===== config.mk =====
export PLATFORM = sky130hd
export DESIGN_NAME = itch_spec_frame_parser
export DESIGN_NICKNAME = d
export VERILOG_FILES = /design/src/rtl/itch_spec_frame_parser.sv
export SDC_FILE = /design/constraint.sdc
export NUM_CORES = 1
export LEC_CHECK = 0
export ABC_AREA = 1
export CAP_MARGIN = 0
export CORE_MARGIN = 8
export CORE_UTILIZATION = 51
export CTS_CLUSTER_SIZE = 30
export DETAILED_ROUTE_END_ITERATION = 10
export PLACE_DENSITY = 0.83
export SLEW_MARGIN = 20
export SYNTH_ARGS = -nofsm -noshare
export SYNTH_HDL_FRONTEND = slang
export SYNTH_SLANG_ARGS = --single-unit
export TNS_END_PERCENT = 20

===== constraint.sdc =====
create_clock -name clk -period 2.15 [get_ports clk]
set_input_delay 0.215 -clock clk [delete_from_list [all_inputs] [get_ports clk]]
set_output_delay 0.215 -clock clk [all_outputs]
set_load 0.03 [all_outputs]

===== src/rtl/itch_spec_frame_parser.sv =====
`default_nettype none
// ============================================================================
//  Module      : itch_spec_frame_parser
//  Description : Speculative ITCH framer. Dispatches the message type one
//                cycle after the type byte, parses a big-endian length of
//                LEN_BYTES bytes, range-checks it and streams the payload
//                with valid/ready. Bad lengths and idle timeouts retract the
//                speculative dispatch through spec_cancel.
//  Revision    : 1.0 - initial release
// ============================================================================
module itch_spec_frame_parser #(
    parameter int LEN_BYTES = 2,
    parameter int MAX_LEN   = 64,
    parameter int TIMEOUT   = 256,
    parameter int ERR_W     = 8
) (
    input  logic                   clk,
    input  logic                   rst,
    input  logic [7:0]             rx_data,
    input  logic                   rx_valid,
    output logic                   rx_ready,
    output logic [7:0]             msg_type,
    output logic                   spec_valid,
    output logic [8*LEN_BYTES-1:0] msg_len,
    output logic                   header_valid,
    output logic                   spec_cancel,
    output logic [7:0]             pay_data,
    output logic                   pay_valid,
    input  logic                   pay_ready,
    output logic                   pay_last,
    output logic                   msg_done,
    output logic [ERR_W-1:0]       err_cnt
);

    localparam int c_LEN_W    = 8 * LEN_BYTES;
    localparam int c_IDX_W    = (LEN_BYTES > 1) ? $clog2(LEN_BYTES) : 1;
    localparam int c_REM_RAW  = $clog2(MAX_LEN + 1);
    localparam int c_REM_W    = (c_REM_RAW > c_LEN_W) ? c_LEN_W : c_REM_RAW;
    localparam int c_IDLE_W   = (TIMEOUT > 1) ? $clog2(TIMEOUT + 1) : 1;

    typedef enum logic [1:0] {
        S_IDLE    = 2'd0,
        S_LEN     = 2'd1,
        S_PAYLOAD = 2'd2
    } state_t;

    state_t               r_state;
    state_t               w_state_next;
    logic [c_IDX_W-1:0]   r_idx,          w_idx_next;
    logic [c_REM_W-1:0]   r_rem,          w_rem_next;
    logic [c_IDLE_W-1:0]  r_idle_cnt,     w_idle_next;
    logic [7:0]           r_msg_type,     w_msg_type_next;
    logic [c_LEN_W-1:0]   r_msg_len,      w_msg_len_next;
    logic [ERR_W-1:0]     r_err_cnt,      w_err_next;
    logic                 r_spec_valid,   w_spec_valid_next;
    logic                 r_header_valid, w_header_valid_next;
    logic                 r_spec_cancel,  w_spec_cancel_next;
    logic                 r_msg_done,     w_msg_done_next;

    logic                 w_accept;
    logic                 w_last_len;
    logic                 w_len_ok;
    logic                 w_timeout;
    logic [c_LEN_W-1:0]   w_len_next;

    assign w_accept   = rx_valid && rx_ready;
    assign w_last_len = (r_idx == c_IDX_W'(LEN_BYTES - 1));
    assign w_len_ok   = (w_len_next != '0) && (32'(w_len_next) <= 32'(MAX_LEN));

    // Length accumulator: the first length byte discards the previous message's length
    generate
        if (LEN_BYTES == 1) begin : g_len_single
            assign w_len_next = rx_data;
        end else begin : g_len_multi
            assign w_len_next = (r_idx == '0) ? {{(c_LEN_W-8){1'b0}}, rx_data}
                                              : {r_msg_len[c_LEN_W-9:0], rx_data};
        end
    endgenerate

    // Source-idle timeout only ever fires on a cycle without a valid byte
    generate
        if (TIMEOUT > 0) begin : g_timeout
            assign w_timeout = (r_state != S_IDLE) && !rx_valid &&
                               (r_idle_cnt == c_IDLE_W'(TIMEOUT - 1));
        end else begin : g_no_timeout
            assign w_timeout = 1'b0;
        end
    endgenerate

    // Next-state and next-value logic for the framer
    always_comb begin
        w_state_next        = r_state;
        w_idx_next          = r_idx;
        w_rem_next          = r_rem;
        w_msg_type_next     = r_msg_type;
        w_msg_len_next      = r_msg_len;
        w_err_next          = r_err_cnt;
        w_spec_valid_next   = 1'b0;
        w_header_valid_next = 1'b0;
        w_spec_cancel_next  = 1'b0;
        w_msg_done_next     = 1'b0;
        w_idle_next         = (r_state == S_IDLE || rx_valid) ? '0
                                                              : r_idle_cnt + c_IDLE_W'(1);
        case (r_state)
            S_IDLE: begin
                if (w_accept) begin
                    w_msg_type_next   = rx_data;
                    w_spec_valid_next = 1'b1;
                    w_idx_next        = '0;
                    w_state_next      = S_LEN;
                end
            end
            S_LEN: begin
                if (w_accept) begin
                    w_msg_len_next = w_len_next;
                    w_idx_next     = r_idx + c_IDX_W'(1);
                    if (w_last_len) begin
                        if (w_len_ok) begin
                            w_header_valid_next = 1'b1;
                            w_rem_next          = w_len_next[c_REM_W-1:0];
                            w_state_next        = S_PAYLOAD;
                        end else begin
                            w_spec_cancel_next = 1'b1;
                            w_state_next       = S_IDLE;
                        end
                    end
                end else if (w_timeout) begin
                    w_spec_cancel_next = 1'b1;
                    w_state_next       = S_IDLE;
                end
            end
            S_PAYLOAD: begin
                if (w_accept) begin
                    w_rem_next = r_rem - c_REM_W'(1);
                    if (r_rem == c_REM_W'(1)) begin
                        w_msg_done_next = 1'b1;
                        w_state_next    = S_IDLE;
                    end
                end else if (w_timeout) begin
                    w_spec_cancel_next = 1'b1;
                    w_rem_next         = '0;
                    w_state_next       = S_IDLE;
                end
            end
            default: begin
                w_state_next = S_IDLE;
            end
        endcase
        if (w_spec_cancel_next) begin
            w_idle_next = '0;
            if (r_err_cnt != '1) begin
                w_err_next = r_err_cnt + ERR_W'(1);
            end
        end
    end

    // State and datapath registers
    always_ff @(posedge clk) begin
        if (rst) begin
            r_state        <= S_IDLE;
            r_idx          <= '0;
            r_rem          <= '0;
            r_idle_cnt     <= '0;
            r_msg_type     <= '0;
            r_msg_len      <= '0;
            r_err_cnt      <= '0;
            r_spec_valid   <= 1'b0;
            r_header_valid <= 1'b0;
            r_spec_cancel  <= 1'b0;
            r_msg_done     <= 1'b0;
        end else begin
            r_state        <= w_state_next;
            r_idx          <= w_idx_next;
            r_rem          <= w_rem_next;
            r_idle_cnt     <= w_idle_next;
            r_msg_type     <= w_msg_type_next;
            r_msg_len      <= w_msg_len_next;
            r_err_cnt      <= w_err_next;
            r_spec_valid   <= w_spec_valid_next;
            r_header_valid <= w_header_valid_next;
            r_spec_cancel  <= w_spec_cancel_next;
            r_msg_done     <= w_msg_done_next;
        end
    end

    // Payload is a zero-latency pass-through; backpressure only applies in PAYLOAD
    assign rx_ready     = (r_state == S_PAYLOAD) ? pay_ready : 1'b1;
    assign pay_valid    = rx_valid && (r_state == S_PAYLOAD);
    assign pay_data     = rx_data;
    assign pay_last     = pay_valid && (r_rem == c_REM_W'(1));

    assign msg_type     = r_msg_type;
    assign msg_len      = r_msg_len;
    assign spec_valid   = r_spec_valid;
    assign header_valid = r_header_valid;
    assign spec_cancel  = r_spec_cancel;
    assign msg_done     = r_msg_done;
    assign err_cnt      = r_err_cnt;

endmodule
`default_nettype wire

==> results.md, run 1 <==
- Max VDD drop: 0.3532 mV
- RSZ-0062 raised after global routing: false
- Die Ht: about 89 um
- Wire length per cell: between 10 and 15 um
- M1 WL: a little under 3000 um
- Worst Reg-to-Reg Cells: 15
- Final worst-path cycle share: 94.73%
- Fraction of layout cells with a size suffix above 1: 11.64%
- R2r setup slk: between 0.15 and 0.2 ns
- Critical path class: flip-flop to output pin
- Fin nets: around 440
- R2r startpoint: r_idle_cnt[0]$_SDFF_PP0_
- Total GRT Usage: about 18%
- Final setup fails: 0
- CTS tree: done
- Layout Skew: approximately 0.0028 ns
- Postcts setup bufs: 0
- Synth Cell Area: roughly 2700 um^2
- Pwr Density: just over 700 nW/um^2
- Placer Congestion: 0.8314
- Drt drc: 0
- Clock Pin Slew Worst Setup and Hold Paths: 0.09 ns
- Synth area leaders: dfxtp_1 40%, nand2_1 9.0%, nor2_1 7.3%
- Hold EP: r_idle_cnt[0]$_SDFF_PP0_
- Setup TNS: 0 ns
- Synth-to-Final Area Change: 28.49%
- Worst-Skew Late Latency: about 0.30 ns
- Routed via count: approximately 2,600
- Port Buffers: between 50 and 60
- Sequential-to-total area share from yosys stat: 40.50%
- Core box area: just over 5000 um^2
- Antenna violations before repair: 0
- # rows: 26
- CP endpoint kind: output pin
- Die ar.: approximately 7900 um^2
- Unique masters post-synth: 31
- Top sig layer: met4
- FF+latch count, synth: 55
- Final Hold Vio Count: 0
- Maximum root-to-sink buffer count: 2
- Hold Startpoint: r_idle_cnt[0]$_SDFF_PP0_
- Die width: roughly 89 um
- Mapped Cells: between 300 and 400
- Vias in the first global route: ~2,500
- Multi-input gate area: ~1400 um^2
- Clock power share: around a quarter
- Via/cell ratio: roughly 5.3
- Leakage: 1.404 nW
- CTS hold repair buffers: 0
- CTS Sinks: between 50 and 60
- Synth top area share: between 40% and 50%
- Initial drt markers: 180
- Reg area: 1104 um^2
- Switching Fraction: about 34%
- Tightest Pin Transition: approximately 0.59 ns
- Combinational cell fraction of total power: between 20 and 30%
- Total congestion overflow: 0
- Crit path max fanout: 4
- Post-synth top area cell: dfxtp_1
- Ys Warns: 0
- Starting Density: 52.90%
- Arrival @ worst endpoint: between 1.5 and 2 ns
- Total Routed Length: between 7000 and 8000 um
- Slew Limit Fails: 0
- Met3 WL: just over 600 um
- Syn nets: 385
- Final Instance Area: about 3500 um^2
- Placed cell area: ~3300 um^2
- Largest net degree at the start of global routing: 31
- Worst hold path cell count: 1
- Startpoint Class: flip-flop
- Diodes inserted: 0
- Net Switching: between 0.8 and 0.9 mW
- Met2 Wirelength: between 3000 and 4000 um
- Max_cap viols: 0
- Routed Antenna Nets: 0
- CTS buffer count: 5
- Min Clock Period, post-route: about 2.0 ns
- Total power: 2.475 mW
- First-pass GRT wire length: ~12,000 um
- Worst min path class: flip-flop to flip-flop
- Pint: between 1.5 and 2 mW
- Worst EP required: approximately 1.9 ns
- Outcome: complete, no violations
- Fillers: around 470
- Max Clk Rate: roughly 0.49 GHz
- H-Tree Depth: 2
- Sequential share of power: ~47%
- Drt pass-1 iters: 4
- Slew headroom: a little over 60%
- Average size of a mapped cell: roughly 7.5 um^2
- Post-DP HPWL: 5162 um
- Ports: 59
- Reg2reg end: err_cnt[2]$_SDFFE_PP0P_
- Clock Tree Root: clkbuf_8
## timing repair
action,CTS,global route
hold endpoints to repair,0,0
gates cloned,0,2
pin swaps,0,4
endpoints found under the setup margin,1,23
resized for setup,1,14
## through the flow
step	std cells	hold WS, ns	setup slack [ns]	utilization, %
2_1_floorplan	364	0.3499	0.3278	-
3_3_place_gp	481	0.4298	0.2001	64.82
3_5_place_dp	481	0.4431	0.1147	64.82
4_1_cts	489	0.4583	0.08361	66.82
5_1_grt	491	0.4337	0.003512	67.96
6_report	491	0.4272	0.1134	67.96
## how the worst max path moves through the flow
| stage | start | end | slack (ns) | depth (start not counted) |
|---|---|---|---|---|
| 6_report | r_state[0]$_SDFFE_PP0P_ | rx_ready | 0.11 | 4 |
| 5_1_grt | r_state[0]$_SDFFE_PP0P_ | pay_valid | 0.004 | 5 |
| 4_1_cts | r_idle_cnt[0]$_SDFF_PP0_ | err_cnt[0]$_SDFFE_PP0P_ | 0.08 | 16 |
| 3_5_place_dp | r_idle_cnt[0]$_SDFF_PP0_ | err_cnt[0]$_SDFFE_PP0P_ | 0.11 | 16 |
| 3_3_place_gp | r_idle_cnt[0]$_SDFF_PP0_ | err_cnt[0]$_SDFFE_PP0P_ | 0.20 | 16 |
| 2_1_floorplan | r_idle_cnt[0]$_SDFF_PP0_ | err_cnt[2]$_SDFFE_PP0P_ | 0.33 | 15 |
## power groups by stage
stage	Sequential [mW]	Clock (mW)	Combinational, mW
after detailed placement	1.18	0	0.669
after global routing	1.17	0.685	0.759
final	1.16	0.627	0.690
after CTS	1.16	0.637	0.675
after floorplan	1.23	0	0.405
after global placement	1.18	0	0.645
## kinds of logic after synthesis
logic type	synth area share, %
simple gates	32.21
compound gates	11.18
flops	40.50
buf+inv	8.743
xor+xnor	3.221
fa+ha+maj	4.142
## sequential cells by signal, summed over array words and instances (netlist names)
name	cells
msg_type	8
spec_cancel	1
r_idx	1
err_cnt	8
header_valid	1
r_idle_cnt	9
r_rem	7
msg_len	16
spec_valid	1
r_state	2
msg_done	1
## cell usage in the layout, fill, tap and decap left out, types with 2 or more instances in the layout
cell             netlist  layout
ha_1                   9       8
nor2_4                 1       2
nor2_1                53      52
nor4_1                 2       2
clkbuf_8               0       7
nor3_1                 2       2
dfxtp_2                0       2
dfxtp_1               55      53
buf_4                  9       7
nand2_4                3       6
nand2_2                5       7
clkdlybuf4s50_1        0      57
nor3_2                 4       4
xnor2_1                4       4
nand4_1               10      10
nand3_2                0       2
nand3_1               30      29
inv_2                  1       3
a21oi_1               31      31
xor2_1                 6       6
nand2_1               65      61
inv_1                 32      30
o21ai_0               16      16
o21ai_1                7       7
nand3_4                2       2
## worst max-delay path, cell delays in order (launching register included)
cell and delay [ns]:
dfxtp_1 0.39, inv_1 0.10, ha_1 0.24, nand2_2 0.11, clkdlybuf4s50_1 0.68
## area by class of cell
| type | count | share of cell area (%) |
|---|---|---|
| clock buffer | 7 | 2.758 |
| clock inverter | 1 | 0.2149 |
| inverter | 34 | 3.725 |
| multi-input combinational | 259 | 41.12 |
| sequential | 55 | 31.59 |
| tap | 70 | 2.507 |
| timing repair buffer | 65 | 18.09 |
## cells in the mapped netlist, drive strengths merged
master and number:
a21oi 31, a22o 1, a32oi 1, buf 14, clkbuf 4, dfxtp 55
ha 9, inv 34, nand2 74, nand3 32, nand4 10, nor2 55
nor3 6, nor4 2, o21ai 24, o31ai 1, or2 1, xnor2 4
xor2 6
## layer usage
| layer | track usage [%] | vias up |
|---|---|---|
| met3 | 4.504 | 13 |
| met4 | 4.985 | 0 |
| met5 | 0 | - |
| met2 | 31.94 | 110 |
| met1 | 21.72 | 1200 |
| li1 | - | 1297 |
No activity file was read; power rests on OpenSTA's default activity.
==> run 2, diff against run 1 <==
--- a/config.mk
+++ b/config.mk
@@ -11,7 +11,7 @@
 export CORE_UTILIZATION = 51
 export CTS_CLUSTER_SIZE = 30
 export DETAILED_ROUTE_END_ITERATION = 10
-export PLACE_DENSITY = 0.83
+export PLACE_DENSITY_LB_ADDON = 0.12
 export SLEW_MARGIN = 20
 export SYNTH_ARGS = -nofsm -noshare
 export SYNTH_HDL_FRONTEND = slang
==> results.md, run 2 (same netlist as run 1, synthesis figures left out) <==
- Net Switching: 0.8222 mW (was 0.8424 mW)
- Die ar.: 7924 um^2 (unchanged)
- Antenna violations before repair: 0 (unchanged)
- Synth-to-Final Area Change: 27.06% (was 28.49%)
- Max_cap viols: 0 (unchanged)
- Slew headroom: 61.24% (was 60.60%)
- Critical path class: flip-flop to output pin (unchanged)
- Die Ht: 89.02 um (unchanged)
- Total congestion overflow: 0 (unchanged)
- Max reg flops: 16 (unchanged)
- Worst min path class: flip-flop to flip-flop (unchanged)
- Clock Tree Root: clkbuf_8 (unchanged)
- Crit path max fanout: 6 (was 4)
- Place WS: 0.1332 ns (was 0.1147 ns)
- Via/cell ratio: 5.135 (was 5.336)
- Largest net degree at the start of global routing: 31 (unchanged)
- Final setup fails: 0 (unchanged)
- Slew Limit Fails: 0 (unchanged)
- Total GRT Usage: 17.03% (was 18.32%)
- Total Routed Length: 6663 um (was 7252 um)
- Worst EP required: 1.93 ns (about the same)
- Max VDD drop: 0.5206 mV (was 0.3532 mV)
- Commonest non-fill, non-tap cell in the layout: nand2_1 (unchanged)
- Pwr Density: 726.7 nW/um^2 (was 708.6 nW/um^2)
- Final Hold Vio Count: 0 (unchanged)
- Maximum root-to-sink buffer count: 2 (unchanged)
- Fraction of layout cells with a size suffix above 1: 9.308% (was 11.64%)
- Die width: 89.02 um (unchanged)
- Worst hold path cell count: 1 (unchanged)
- CP endpoint kind: output pin (unchanged)
- Routed Antenna Nets: 0 (unchanged)
- R2r startpoint: r_idle_cnt[0]$_SDFF_PP0_ (unchanged)
- # rows: 26 (unchanged)
- Util after Layout: 67.21% (was 67.96%)
- Beginning of the critical path: r_state[0]$_SDFFE_PP0P_ (unchanged)
- Max Clk Rate: 0.5195 GHz (was 0.4910 GHz)
- Ports: 59 (unchanged)
- Drt pass-1 iters: 4 (unchanged)
- H-Tree Depth: 2 (unchanged)
- Worst-Skew Late Latency: 0.31 ns (was 0.30 ns)
- Worst Reg-to-Reg Cells: 15 (unchanged)
- Pint: 1.688 mW (was 1.633 mW)
- Final worst-path cycle share: 89.53% (was 94.73%)
- Layout Skew: 0.01226 ns (was 0.002751 ns)
- Min Clock Period, post-route: 1.925 ns (was 2.037 ns)
- Starting Density: 52.90% (unchanged)
- Placer Congestion: 0.8365 (was 0.8314)
- Outcome: complete, no violations (unchanged)
- Combinational cell fraction of total power: 26.5% (was 27.9%)
- CTS tree: done (unchanged)
- Tightest Pin Transition: 0.5808 ns (was 0.5904 ns)
- Wire length per cell: 13.63 um (was 14.77 um)
- Clock Pin Slew Worst Setup and Hold Paths: 0.09 ns (about the same)
- Fin nets: 439 (was 441)
- Hold Startpoint: r_idle_cnt[0]$_SDFF_PP0_ (unchanged)
- Leakage: 1.397 nW (was 1.404 nW)
- RSZ-0062 raised after global routing: false (unchanged)
- Arrival @ worst endpoint: 1.71 ns (was 1.82 ns)
- Clock power share: 27.4% (was 25.3%)
- CTS Sinks: 55 (unchanged)
- Vias in the first global route: 2,299 (was 2,505)
- Initial drt markers: 126 (was 180)
- First-pass GRT wire length: 10,870 um (was 11,620 um)
- Sequential share of power: 46.1% (was 46.8%)
- Startpoint Class: flip-flop (unchanged)
- Port Buffers: 58 (unchanged)
- Diodes inserted: 0 (unchanged)
- Switching Fraction: 32.75% (was 34.03%)
- Most frequent cells in the layout: 64 x nand2_1, 55 x clkdlybuf4s50_1, 54 x dfxtp_1 (was 61 x nand2_1, 57 x clkdlybuf4s50_1, 53 x dfxtp_1)
- Setup TNS: 0 ns (unchanged)
- Drt drc: 0 (unchanged)
- Core box area: 5140 um^2 (unchanged)
- Routed via count: 2,511 (was 2,620)
- Post-DP HPWL: 4949 um (was 5162 um)
- CTS buffer count: 5 (unchanged)
- Worst Setup Slack, final: 0.2251 ns (was 0.1134 ns)
-- run 2: area by class of cell --
| cell class | count | area, um^2 |
|---|---|---|
| clock inverters | 2 | 38.79 |
| fillers | 466 | 1685 |
| well taps | 70 | 87.58 |
| clock buffers | 6 | 72.57 |
| multi-input cells | 257 | 1390 |
| inverters | 34 | 130.1 |
| flip-flops and latches | 55 | 1102 |
| repair buffers | 65 | 633.1 |
-- run 2: metrics by stage --
stage                     area, um^2  power, mW  cells  hold slack [ns]
after floorplan                 2719      1.633    364           0.3499
after global placement          3332      1.826    481           0.4316
after detailed placement        3332      1.839    481           0.4488
after CTS                       3441      2.514    489           0.4626
after global routing            3455      2.653    489           0.4454
final                           3455      2.510    489           0.4211
-- run 2: repair_timing --
action	4_1_cts	5_1_grt
pin swaps	0	0
gates resized for setup	2	6
buffers inserted	0	0
hold buffers	0	0
setup endpoints to repair	2	24
-- run 2: critical path, cell delays in order, from the launching register on --
cell and delay [ns]:
dfxtp_1 0.35, inv_1 0.11, ha_1 0.30, nand2_1 0.13, nor2_1 0.11, dlygate4sd2_1 0.40
-- run 2: layer usage --
metal	up-vias	wire, um	global-route usage [%]
met5	-	0	0
met4	0	75	4.079
met3	6	389	4.136
met2	71	3179	28.64
met1	1142	3019	21.27
li1	1292	-	-
-- run 2: final timing paths --
kind,to,slack [ns]
worst max-delay path,pay_last,0.23
worst min-delay path,r_idle_cnt[0]$_SDFF_PP0_,0.42
worst max register to register,r_rem[1]$_SDFFE_PP0P_,0.25
worst min register to register,r_idle_cnt[0]$_SDFF_PP0_,0.42
-- run 2: power groups by stage --
stage / sequential [mW] / clock (mW) / combinational, mW
after floorplan: 1.23 / 0 / 0.405
after global placement: 1.18 / 0 / 0.648
after detailed placement: 1.18 / 0 / 0.658
after CTS: 1.16 / 0.696 / 0.661
after global routing: 1.17 / 0.751 / 0.732
final: 1.16 / 0.688 / 0.664
==> run 3, diff against run 2 <==
==> constraint.sdc (replaced) <==
create_clock -name clk -period 2.15 [get_ports clk]
set_input_delay 0.215 -clock clk [delete_from_list [all_inputs] [get_ports clk]]
set_output_delay 0.215 -clock clk [all_outputs]
set_load 0.01 [all_outputs]
==> results.md, run 3 (same netlist as run 1, synthesis figures left out) <==
- Outcome: complete, no violations (unchanged)
- Gr busiest metal: met2 (unchanged)
- Leakage: 1.452 nW (was 1.397 nW)
- Max Clk Rate: 0.4870 GHz (was 0.5195 GHz)
- Max reg flops: 16 (unchanged)
- Port Buffers: 58 (unchanged)
- Total congestion overflow: 0 (unchanged)
- Worst EP required: 1.93 ns (about the same)
- Grt met1 use: 20.96% (was 21.27%)
- Largest net degree at the start of global routing: 31 (unchanged)
- Ports: 59 (unchanged)
- Antenna violations before repair: 0 (unchanged)
- # rows: 26 (unchanged)
- Fraction of layout cells with a size suffix above 1: 13.05% (was 9.308%)
- Slew Limit Fails: 0 (unchanged)
- Max_cap viols: 0 (unchanged)
- CTS tree: done (unchanged)
- Most frequent cells in the layout: 63 x nand2_1, 58 x clkdlybuf4s50_1, 53 x dfxtp_1 (was 64 x nand2_1, 55 x clkdlybuf4s50_1, 54 x dfxtp_1)
- Startpoint Class: flip-flop (unchanged)
- Met3 usage: 4.412% (was 4.136%)
- Routed via count: 2,592 (was 2,511)
- CP max-delay cell: clkdlybuf4s50_1 (was dlygate4sd2_1)
- Placer Congestion: 0.8453 (was 0.8365)
- Die ar.: 7924 um^2 (unchanged)
- Bufs and invs on worst path: 2 (unchanged)
- Met2 Use GR: 28.64% (unchanged)
- CTS buffer count: 5 (unchanged)
- Diodes inserted: 0 (unchanged)
- Wire length per cell: 14.04 um (was 13.63 um)
- First-pass GRT wire length: 10,820 um (was 10,870 um)
- Commonest non-fill, non-tap cell in the layout: nand2_1 (unchanged)
- Drt pass-1 iters: 4 (unchanged)
- Total Routed Length: 7008 um (was 6663 um)
- Total GRT Usage: 17.29% (was 17.03%)
- Worst min path class: flip-flop to flip-flop (unchanged)
- Critical path class: flip-flop to output pin (unchanged)
- Vias in the first global route: 2,324 (was 2,299)
- Crit path max fanout: 6 (unchanged)
- Core box area: 5140 um^2 (unchanged)
- Setup TNS: 0 ns (unchanged)
- Placed insts: 486 (was 481)
- Die Ht: 89.02 um (unchanged)
- CTS Sinks: 55 (unchanged)
- Fin nets: 449 (was 439)
- Post-DP HPWL: 5026 um (was 4949 um)
- Layout Skew: 0.01152 ns (was 0.01226 ns)
- Maximum root-to-sink buffer count: 2 (unchanged)
- Synth-to-Final Area Change: 31.16% (was 27.06%)
- Via/cell ratio: 5.194 (was 5.135)
- Clock Tree Root: clkbuf_8 (unchanged)
- Crit-path cells: inv_1 -> ha_2 -> nand2_1 -> nor2_1 -> clkdlybuf4s50_1 (was inv_1 -> ha_1 -> nand2_1 -> nor2_1 -> dlygate4sd2_1)
- CP endpoint kind: output pin (unchanged)
- Worst-Skew Late Latency: 0.31 ns (about the same)
- Arrival @ worst endpoint: 1.84 ns (was 1.71 ns)
- Drt drc: 0 (unchanged)
- Max VDD drop: 0.3975 mV (was 0.5206 mV)
- Pwr Density: 700.8 nW/um^2 (was 726.7 nW/um^2)
- Die width: 89.02 um (unchanged)
- Finished Layout Cells: 499 (was 489)
- Final Hold Vio Count: 0 (unchanged)
- Final worst-path cycle share: 95.50% (was 89.53%)
- Final setup fails: 0 (unchanged)
- Min Clock Period, post-route: 2.053 ns (was 1.925 ns)
- Tightest Pin Transition: 0.6088 ns (was 0.5808 ns)
- Starting Density: 52.90% (unchanged)
- CP max stage delay: 0.55 ns (was 0.40 ns)
- H-Tree Depth: 2 (unchanged)
- Slew headroom: 59.37% (was 61.24%)
- Routed Antenna Nets: 0 (unchanged)
- Initial drt markers: 108 (was 126)
- RSZ-0062 raised after global routing: true (was false)
- Clock Pin Slew Worst Setup and Hold Paths: 0.10 ns (was 0.09 ns)
- CP top delay family: buffers and inverters (unchanged)
==> run 3: area by class of cell <==
| type | count | area, um^2 |
|---|---|---|
| fillers | 437 | 1574 |
| multi-input cells | 259 | 1434 |
| flip-flops and latches | 55 | 1104 |
| repair buffers | 73 | 693.2 |
| inverters | 34 | 130.1 |
| well taps | 70 | 87.58 |
| clock buffers | 6 | 82.58 |
| clock inverters | 2 | 35.03 |
==> run 3: report_power, final <==
part / total (mW) / leakage (nW) / internal [mW] / switching [mW]
Sequential: 1.16 / 0.448 / 1.09 / 0.0692
Combinational: 0.621 / 0.943 / 0.257 / 0.364
Clock: 0.720 / 0.0612 / 0.377 / 0.343
==> run 3: tightest hold or removal path, cell delays in order (launching register included) <==
cell and delay (ns):
dfxtp_1 0.32, nand2_1 0.06, a21oi_1 0.05
==> run 3: worst paths after layout <==
check	cells past startpoint	end	slack [ns]	from
worst max register to register	16	r_state[1]$_SDFFE_PP0P_	0.20	r_idle_cnt[0]$_SDFF_PP0_
worst max-delay path	5	pay_last	0.1	r_state[0]$_SDFFE_PP0P_
worst min register to register	2	msg_type[2]$_SDFFE_PP0P_	0.47	msg_type[2]$_SDFFE_PP0P_
worst min-delay path	2	msg_type[2]$_SDFFE_PP0P_	0.47	msg_type[2]$_SDFFE_PP0P_
==> run 3: metal layers <==
layer | share of wire (%) | vias up | routed length, um
met5 | 0 | - | 0
met4 | 1.4 | 0 | 101
met3 | 7.3 | 10 | 514
met2 | 49 | 81 | 3414
met1 | 42 | 1190 | 2978
li1 | - | 1311 | -
==> run 3: per-stage QoR <==
stage / worst slack, ns / total power, mW / util (%) / cell area (um^2) / hold slack [ns]
after global routing: -0.03142 / 2.637 / 69.38 / 3566 / 0.4922
final: 0.09664 / 2.499 / 69.38 / 3566 / 0.4696
after floorplan: 0.3321 / 1.568 / - / 2719 / 0.3499
after CTS: 0.02122 / 2.486 / 67.84 / 3487 / 0.4550
after detailed placement: 0.09751 / 1.782 / 65.55 / 3369 / 0.4370
after global placement: 0.1985 / 1.767 / 65.55 / 3369 / 0.4296
==> run 3: repair_timing <==
item / in CTS / in global routing
hold buffers: 0 / 0
resized for setup: 0 / 12
setup buffers: 0 / 3
setup endpoints to repair: 0 / 26
